<file path="src/rtl/spi_bus_pkg.sv">
// ---------------------------------------------------------------------------
// spi_bus_pkg
// Shared definitions for the SPI bus arbiter and its byte shifter:
//   state_t      arbiter FSM state encoding
//   DEV_*        device index constants (flash, LED driver, SID)
//   SHIFT_STEPS  half-clock steps per byte (8 bits x 2 phases at clk/2)
//   GAP_CYCLES   cycles with every chip select high between bursts
// ---------------------------------------------------------------------------
package spi_bus_pkg;

   typedef enum logic [2:0] {
      ST_IDLE,
      ST_SETUP,
      ST_SHIFT,
      ST_HOLD,
      ST_GAP
   } state_t;

   localparam int DEV_FLASH = 0;
   localparam int DEV_LED   = 1;
   localparam int DEV_SID   = 2;

   localparam int SHIFT_STEPS = 16;
   localparam int GAP_CYCLES  = 2;

endpackage

</file>
<file path="src/rtl/spi_byte_shifter.sv">
// ---------------------------------------------------------------------------
// spi_byte_shifter
// Shifts one byte MSB-first in SPI mode 0 at clk/2.
// Ports:
//   clk, rst  system clock, asynchronous active-high reset
//   start     begin a byte; tx_byte is loaded on the edge that sees start
//   tx_byte   byte to send; its MSB is presented on sdo while idle so the
//             first bit is already stable during setup
//   sdi       serial input, sampled on the edge that raises sck
//   sck       internal serial clock (steered to one device by the arbiter)
//   sdo       serial output
//   done      1-cycle pulse after the 16th step; rx_data updates with it
//   rx_data   last received byte, held until the next done
// ---------------------------------------------------------------------------
module spi_byte_shifter
   import spi_bus_pkg::*;
(
   input  logic       clk,
   input  logic       rst,
   input  logic       start,
   input  logic [7:0] tx_byte,
   input  logic       sdi,
   output logic       sck,
   output logic       sdo,
   output logic       done,
   output logic [7:0] rx_data
);

   localparam int STEP_W = $clog2(SHIFT_STEPS + 1);

   // step == 0 means idle; 1..SHIFT_STEPS is the current half-bit step
   logic [STEP_W-1:0] step;
   logic [7:0]        tx_sh;
   logic [7:0]        rx_sh;
   logic              sdo_r;
   logic              active;

   assign active = (step != '0);
   assign sdo    = active ? sdo_r : tx_byte[7];

   always_ff @(posedge clk or posedge rst) begin
      if (rst) begin
         step    <= '0;
         sck     <= 1'b0;
         sdo_r   <= 1'b0;
         tx_sh   <= '0;
         rx_sh   <= '0;
         done    <= 1'b0;
         rx_data <= '0;
      end else begin
         done <= 1'b0;
         if (!active) begin
            if (start) begin
               // step 1: sck low, present MSB, shift it out of the register
               step  <= STEP_W'(1);
               sck   <= 1'b0;
               sdo_r <= tx_byte[7];
               tx_sh <= {tx_byte[6:0], 1'b0};
            end
         end else if (step == STEP_W'(SHIFT_STEPS)) begin
            step    <= '0;
            sck     <= 1'b0;
            done    <= 1'b1;
            rx_data <= rx_sh;
         end else if (step[0]) begin
            // odd -> even step: rising sck edge, capture sdi
            step  <= step + 1'b1;
            sck   <= 1'b1;
            rx_sh <= {rx_sh[6:0], sdi};
         end else begin
            // even -> odd step: falling sck edge, next bit onto sdo
            step  <= step + 1'b1;
            sck   <= 1'b0;
            sdo_r <= tx_sh[7];
            tx_sh <= {tx_sh[6:0], 1'b0};
         end
      end
   end

endmodule

</file>
<file path="src/rtl/spi_bus_arbiter.sv">
// ---------------------------------------------------------------------------
// spi_bus_arbiter
// Shares one byte-wide SPI shifter between N_REQ requesters (index 0 = CPU
// path), granting round-robin and holding chip select across bursts.
// Ports:
//   clk, rst   system clock, asynchronous active-high reset
//   req        per-requester level request, held until gnt
//   req_data   tx byte per requester (slice i = requester i)
//   req_dev    target device per requester, used on the first byte only
//   req_last   marks the byte as the final one of its burst
//   gnt        one-hot 1-cycle grant; req_data is captured on that edge
//   done       one-hot 1-cycle pulse when the owner's byte completes
//   err        1-cycle pulse for a bad device index or a lock timeout
//   rx_data    received byte, valid with done and held afterwards
//   busy       high whenever the FSM is not idle
//   sck, cs_b  per-device serial clock and active-low chip select
//   sdo, sdi   serial data out / in
// ---------------------------------------------------------------------------
module spi_bus_arbiter
   import spi_bus_pkg::*;
#(
   parameter int N_REQ        = 3,
   parameter int N_DEV        = DEV_SID + 1,
   parameter int LOCK_TIMEOUT = 255
) (
   input  logic               clk,
   input  logic               rst,
   input  logic [N_REQ-1:0]   req,
   input  logic [8*N_REQ-1:0] req_data,
   input  logic [2*N_REQ-1:0] req_dev,
   input  logic [N_REQ-1:0]   req_last,
   output logic [N_REQ-1:0]   gnt,
   output logic [N_REQ-1:0]   done,
   output logic [N_REQ-1:0]   err,
   output logic [7:0]         rx_data,
   output logic               busy,
   output logic [N_DEV-1:0]   sck,
   output logic [N_DEV-1:0]   cs_b,
   output logic               sdo,
   input  logic               sdi
);

   localparam int PTR_W = (N_REQ > 1) ? $clog2(N_REQ) : 1;
   localparam int TO_W  = $clog2(LOCK_TIMEOUT + 1);
   localparam int GAP_W = (GAP_CYCLES > 1) ? $clog2(GAP_CYCLES) : 1;

   state_t           state;
   logic [PTR_W-1:0] rr_ptr;
   logic [PTR_W-1:0] owner;
   logic [1:0]       dev;
   logic [7:0]       tx_byte;
   logic             last;
   logic             locked;
   logic             start;
   logic [TO_W-1:0]  hold_cnt;
   logic [GAP_W-1:0] gap_cnt;

   logic             any_req;
   logic [PTR_W-1:0] winner;
   logic [1:0]       win_dev;

   logic             sh_sck;
   logic             sh_sdo;
   logic             sh_done;

   function automatic logic [PTR_W-1:0] next_ptr(input logic [PTR_W-1:0] p);
      return (int'(p) == N_REQ - 1) ? '0 : p + 1'b1;
   endfunction

   // Round-robin pick: scanning from the far end down means the last match
   // written is the one closest to rr_ptr.
   always_comb begin
      any_req = 1'b0;
      winner  = '0;
      for (int k = N_REQ - 1; k >= 0; k--) begin
         if (req[(int'(rr_ptr) + k) % N_REQ]) begin
            any_req = 1'b1;
            winner  = PTR_W'((int'(rr_ptr) + k) % N_REQ);
         end
      end
   end

   assign win_dev = req_dev[2*winner +: 2];

   always_ff @(posedge clk or posedge rst) begin
      if (rst) begin
         state    <= ST_IDLE;
         rr_ptr   <= '0;
         owner    <= '0;
         dev      <= '0;
         tx_byte  <= '0;
         last     <= 1'b0;
         locked   <= 1'b0;
         start    <= 1'b0;
         hold_cnt <= '0;
         gap_cnt  <= '0;
         gnt      <= '0;
         err      <= '0;
      end else begin
         gnt   <= '0;
         err   <= '0;
         start <= 1'b0;
         case (state)
            ST_IDLE: begin
               // A requester still shows req during its own gnt cycle, so
               // skip that cycle to avoid granting it twice.
               if (any_req && gnt == '0) begin
                  gnt[winner] <= 1'b1;
                  rr_ptr      <= next_ptr(winner);
                  tx_byte     <= req_data[8*winner +: 8];
                  last        <= req_last[winner];
                  if (int'(win_dev) >= N_DEV) begin
                     err[winner] <= 1'b1;
                  end else begin
                     owner  <= winner;
                     dev    <= win_dev;
                     locked <= 1'b1;
                     state  <= ST_SETUP;
                  end
               end
            end

            ST_SETUP: begin
               start <= 1'b1;
               state <= ST_SHIFT;
            end

            ST_SHIFT: begin
               if (sh_done) begin
                  if (last) begin
                     locked  <= 1'b0;
                     gap_cnt <= '0;
                     state   <= ST_GAP;
                  end else if (req[owner]) begin
                     // next byte already waiting: regrant without HOLD/SETUP
                     gnt[owner] <= 1'b1;
                     tx_byte    <= req_data[8*owner +: 8];
                     last       <= req_last[owner];
                     start      <= 1'b1;
                  end else begin
                     hold_cnt <= '0;
                     state    <= ST_HOLD;
                  end
               end
            end

            ST_HOLD: begin
               if (req[owner]) begin
                  gnt[owner] <= 1'b1;
                  tx_byte    <= req_data[8*owner +: 8];
                  last       <= req_last[owner];
                  start      <= 1'b1;
                  state      <= ST_SHIFT;
               end else if (hold_cnt == TO_W'(LOCK_TIMEOUT - 1)) begin
                  err[owner] <= 1'b1;
                  locked     <= 1'b0;
                  gap_cnt    <= '0;
                  state      <= ST_GAP;
               end else begin
                  hold_cnt <= hold_cnt + 1'b1;
               end
            end

            ST_GAP: begin
               if (gap_cnt == GAP_W'(GAP_CYCLES - 1)) begin
                  state <= ST_IDLE;
               end else begin
                  gap_cnt <= gap_cnt + 1'b1;
               end
            end

            default: state <= ST_IDLE;
         endcase
      end
   end

   spi_byte_shifter u_shifter (
      .clk     (clk),
      .rst     (rst),
      .start   (start),
      .tx_byte (tx_byte),
      .sdi     (sdi),
      .sck     (sh_sck),
      .sdo     (sh_sdo),
      .done    (sh_done),
      .rx_data (rx_data)
   );

   // Only the locked device sees chip select and clock; all others idle.
   always_comb begin
      sck  = '0;
      cs_b = '1;
      for (int d = 0; d < N_DEV; d++) begin
         if (locked && int'(dev) == d) begin
            cs_b[d] = 1'b0;
            sck[d]  = sh_sck;
         end
      end
   end

   always_comb begin
      done = '0;
      if (sh_done) begin
         done[owner] = 1'b1;
      end
   end

   assign sdo  = locked & sh_sdo;
   assign busy = (state != ST_IDLE);

endmodule

</file>
<file path="config.mk">
export PLATFORM = sky130hd
export DESIGN_NAME = spi_bus_arbiter
export DESIGN_NICKNAME = d
export VERILOG_FILES = /design/src/rtl/spi_bus_pkg.sv /design/src/rtl/spi_byte_shifter.sv /design/src/rtl/spi_bus_arbiter.sv
export SDC_FILE = /design/constraint.sdc
export NUM_CORES = 1
export LEC_CHECK = 0
export BUFFER_PORTS_ARGS = -buffer_cell sky130_fd_sc_hd__buf_2
export CORE_ASPECT_RATIO = 1.1
export CORE_UTILIZATION = 40
export CTS_BUF_LIST = sky130_fd_sc_hd__clkbuf_4
export DETAILED_ROUTE_END_ITERATION = 16
export PLACE_DENSITY = 0.62
export SLEW_MARGIN = 20
export SYNTH_ARGS = -nofsm -noshare
export SYNTH_HDL_FRONTEND = slang
export SYNTH_SLANG_ARGS = --single-unit
</file>
<file path="constraint.sdc">
create_clock -name clk -period 6.6 [get_ports clk]
set_input_delay 1.32 -clock clk [delete_from_list [all_inputs] [get_ports clk]]
set_output_delay 1.32 -clock clk [all_outputs]
set_load 0.01 [all_outputs]
</file>
==> metrics <==
HP Class register to register; setup violators final 0; clock sinks 66; H-tree Lvls 3; drt first pass iters 4; Sum Neg Setup Slack 0 ns; Final HPWL DP between 5 and 6 mm; Via Count around 2800; vias in the first global route 2597; worst path bufs/invs 3; total grt overflow 0; GPL Wtd Cong 0.829; Mapped Avg Cell Area approximately 10 um^2; crit start category register; largest net degree at the start of global routing 67; Die Y-Extent 102 um; fin worst setup slack 3.30 ns; final WL 7.49 mm; leakage just under 2 nW; worst relative slew slack 0.354; Worst Path Max Fanout 9; Worst Setup End Kind output port; worst clock skew 0.0210 ns; Port Buf Inserts 63; Sw Share 0.394; CP Data Arrival Time 1.98 ns; yosys warns 0; switching power approximately 820 uW; Levels on crit path 8; EDFF count, synth 0; clock slew at reported path FFs 0.13 ns; synthesized flop and latch total 66; die area 9530 um^2; initial antenna violation count 0; share of power burned in registers 0.340; DR WL/cell ~14 um; Int Pwr 1.26 mW; crit-path leading delay family flip-flops; WHS Path Cells 2; commonest cells in the netlist 66 x dfrtp_1, 32 x nor2_1, 29 x nand2_1; first-pass GRT wire length between 10 and 15 mm; initial DRC count 152; Area Growth Syn to Fin 16.0%; Async SR Flop Fraction 1.00; Multi-input gate area 1850 um^2; Final Cycle Share 0.500; Cell variety after synth 60; vias per cell 5.26; Worst EP required around 5.3 ns; register area between 1500 and 2000 um^2; Place WS 3.23 ns; CP Class register to output port; core area 8870 um^2; FILL cells 844; worst-path cell chain inv_1 -> ha_1 -> nand2b_1 -> nor3_1 -> buf_4 -> mux2i_1 -> nor2b_1 -> buf_2; Starting Density 0.412; Mapped Area 3660 um^2; Seq/Total Area, Yosys 0.451; clock buffer depth 2; clk_lat worst skew about 0.4 ns; diodes inserted 0; fmax 0.303 GHz; Synth Instances 358; CP max stage cell dfrtp_1; CTS tree done; post-CTS setup buffers 0; root buffer cell clkbuf_4; Slew Viols, Final 0; drt drc 0; worst-margin pin slew just under 1 ns; hold_buf cts 0; MaxCap Viol Count 0; layout cell share with drive strength beyond 1 0.311; Comb pwr share 0.473; Clock Power Share 0.186; peak supply drop 233 uV; RSZ-0062 raised after global routing no; commonest register cell after synthesis dfrtp_1; fin util 0.478; Synth area leaders dfrtp_1 45%, mux2_2 8.3%, mux2i_1 6.0%; # IOs 64; post-synthesis net count between 400 and 500; path depth of the worst reg2reg path 9; antenna-violating nets left 0; Worst path max stage delay 0.45 ns; post-CTS sizing 0; # nets final 466; Num CTS Buffers 9; share of Yosys cell area claimed by the top area cell type 0.451; Total GRT Usage 0.166; most common cell in the netlist dfrtp_1; row count 36; Final Hold Vio Count 0; minimum clock period about 3.3 ns; status completed; Die X 93.2 um; Pwr Density 490 nW/um^2; Yosys top cell by area dfrtp_1
## per-stage QoR
stage	instances	hold slack [ns]	power, mW	area, um^2
2_1_floorplan	358	0.447	1.50	3660
3_3_place_gp	523	0.470	1.69	4030
3_5_place_dp	523	0.469	1.71	4030
4_1_cts	539	0.499	2.10	4250
5_1_grt	539	0.534	2.25	4250
6_report	539	0.494	2.08	4250
## power groups by stage
| stage | sequential [mW] | combinational (mW) | clock [mW] |
|---|---|---|---|
| after floorplan | 0.679 | 0.819 | 0 |
| after CTS | 0.710 | 0.995 | 0.398 |
| after detailed placement | 0.716 | 0.990 | 0 |
| final | 0.708 | 0.986 | 0.388 |
| after global placement | 0.713 | 0.973 | 0 |
| after global routing | 0.739 | 1.10 | 0.412 |
## final cells by class
cell class,instances,area share
sequential,66,0.389
timing repair buffer,65,0.0778
inverter,15,0.0133
multi-input combinational,263,0.436
clock buffer,10,0.0177
tap,114,0.0336
clock inverter,6,0.0324
## registers in the layout, indices dropped and copies added (netlist names)
signal             flops
u_shifter.rx_sh        8
gnt                    3
err                    3
u_shifter.done         1
locked                 1
gap_cnt                1
dev                    2
hold_cnt               8
rr_ptr                 2
u_shifter.rx_data      8
last                   1
state                  3
start                  1
u_shifter.sck          1
u_shifter.sdo_r        1
owner                  2
u_shifter.tx_sh        7
tx_byte                8
u_shifter.step         5
## worst paths after layout
check                                  startpoint             to  slack, ns
worst min register to register      u_shifter.sck  u_shifter.sck       0.49
min in group asynchronous                     rst          start       1.14
max in group asynchronous                     rst    hold_cnt[5]       4.93
worst max-delay path            u_shifter.step[0]            sdo       3.30
worst max register to register          rr_ptr[1]     tx_byte[0]       3.77
worst min-delay path                u_shifter.sck  u_shifter.sck       0.49
## kinds of logic (layout without fill, tap and decap cells)
group / after synthesis / after routing / synth area share
flip-flops: 66 / 66 / 0.451
AO/OA/AOI/OAI: 73 / 73 / 0.135
XOR/XNOR: 6 / 6 / 0.0144
multiplexers: 53 / 53 / 0.158
buffers and inverters: 29 / 96 / 0.0424
adder cells (fa/ha/maj): 7 / 7 / 0.0239
AND/OR/NAND/NOR: 124 / 124 / 0.174
## metal layers
layer / wire length [um] / part of all wire / global-route usage / vias to the layer above
met5: 0 / 0 / 0 / -
met1: 3500 / 0.47 / 0.223 / 1366
met2: 3570 / 0.48 / 0.266 / 58
met3: 300 / 0.040 / 0.0268 / 8
li1: - / - / - / 1404
met4: 112 / 0.015 / 0.0722 / 0
## worst reg2reg max path, stage by stage (launching register included)
cell,delay (ns)
dfrtp_1,0.43
inv_1,0.08
ha_1,0.42
mux2i_1,0.18
o21ai_2,0.24
nor3_1,0.10
a21oi_2,0.67
mux2i_1,0.27
o21ai_1,0.08
mux2_2,0.27
## layout by cell type (no fill, tap or decap), drive strengths merged, types with 2 or more instances in the layout
cell type / instances
o211ai: 3
xnor2: 2
and4: 3
o32a: 2
o21ai: 26
o22ai: 4
a31o: 2
nor2b: 4
or3: 4
nand2: 30
nor2: 33
buf: 65
o21a: 2
mux2i: 23
nand2b: 7
bufinv: 4
nand4: 5
and2: 5
inv: 16
a22oi: 2
nor3: 9
xor2: 4
nand3b: 2
a21oi: 19
a31oi: 2
nand3: 18
mux2: 30
clkbuf: 10
ha: 7
o32ai: 2
dfrtp: 66
o31ai: 4
Note: power is estimated with default switching activity, not from simulation.
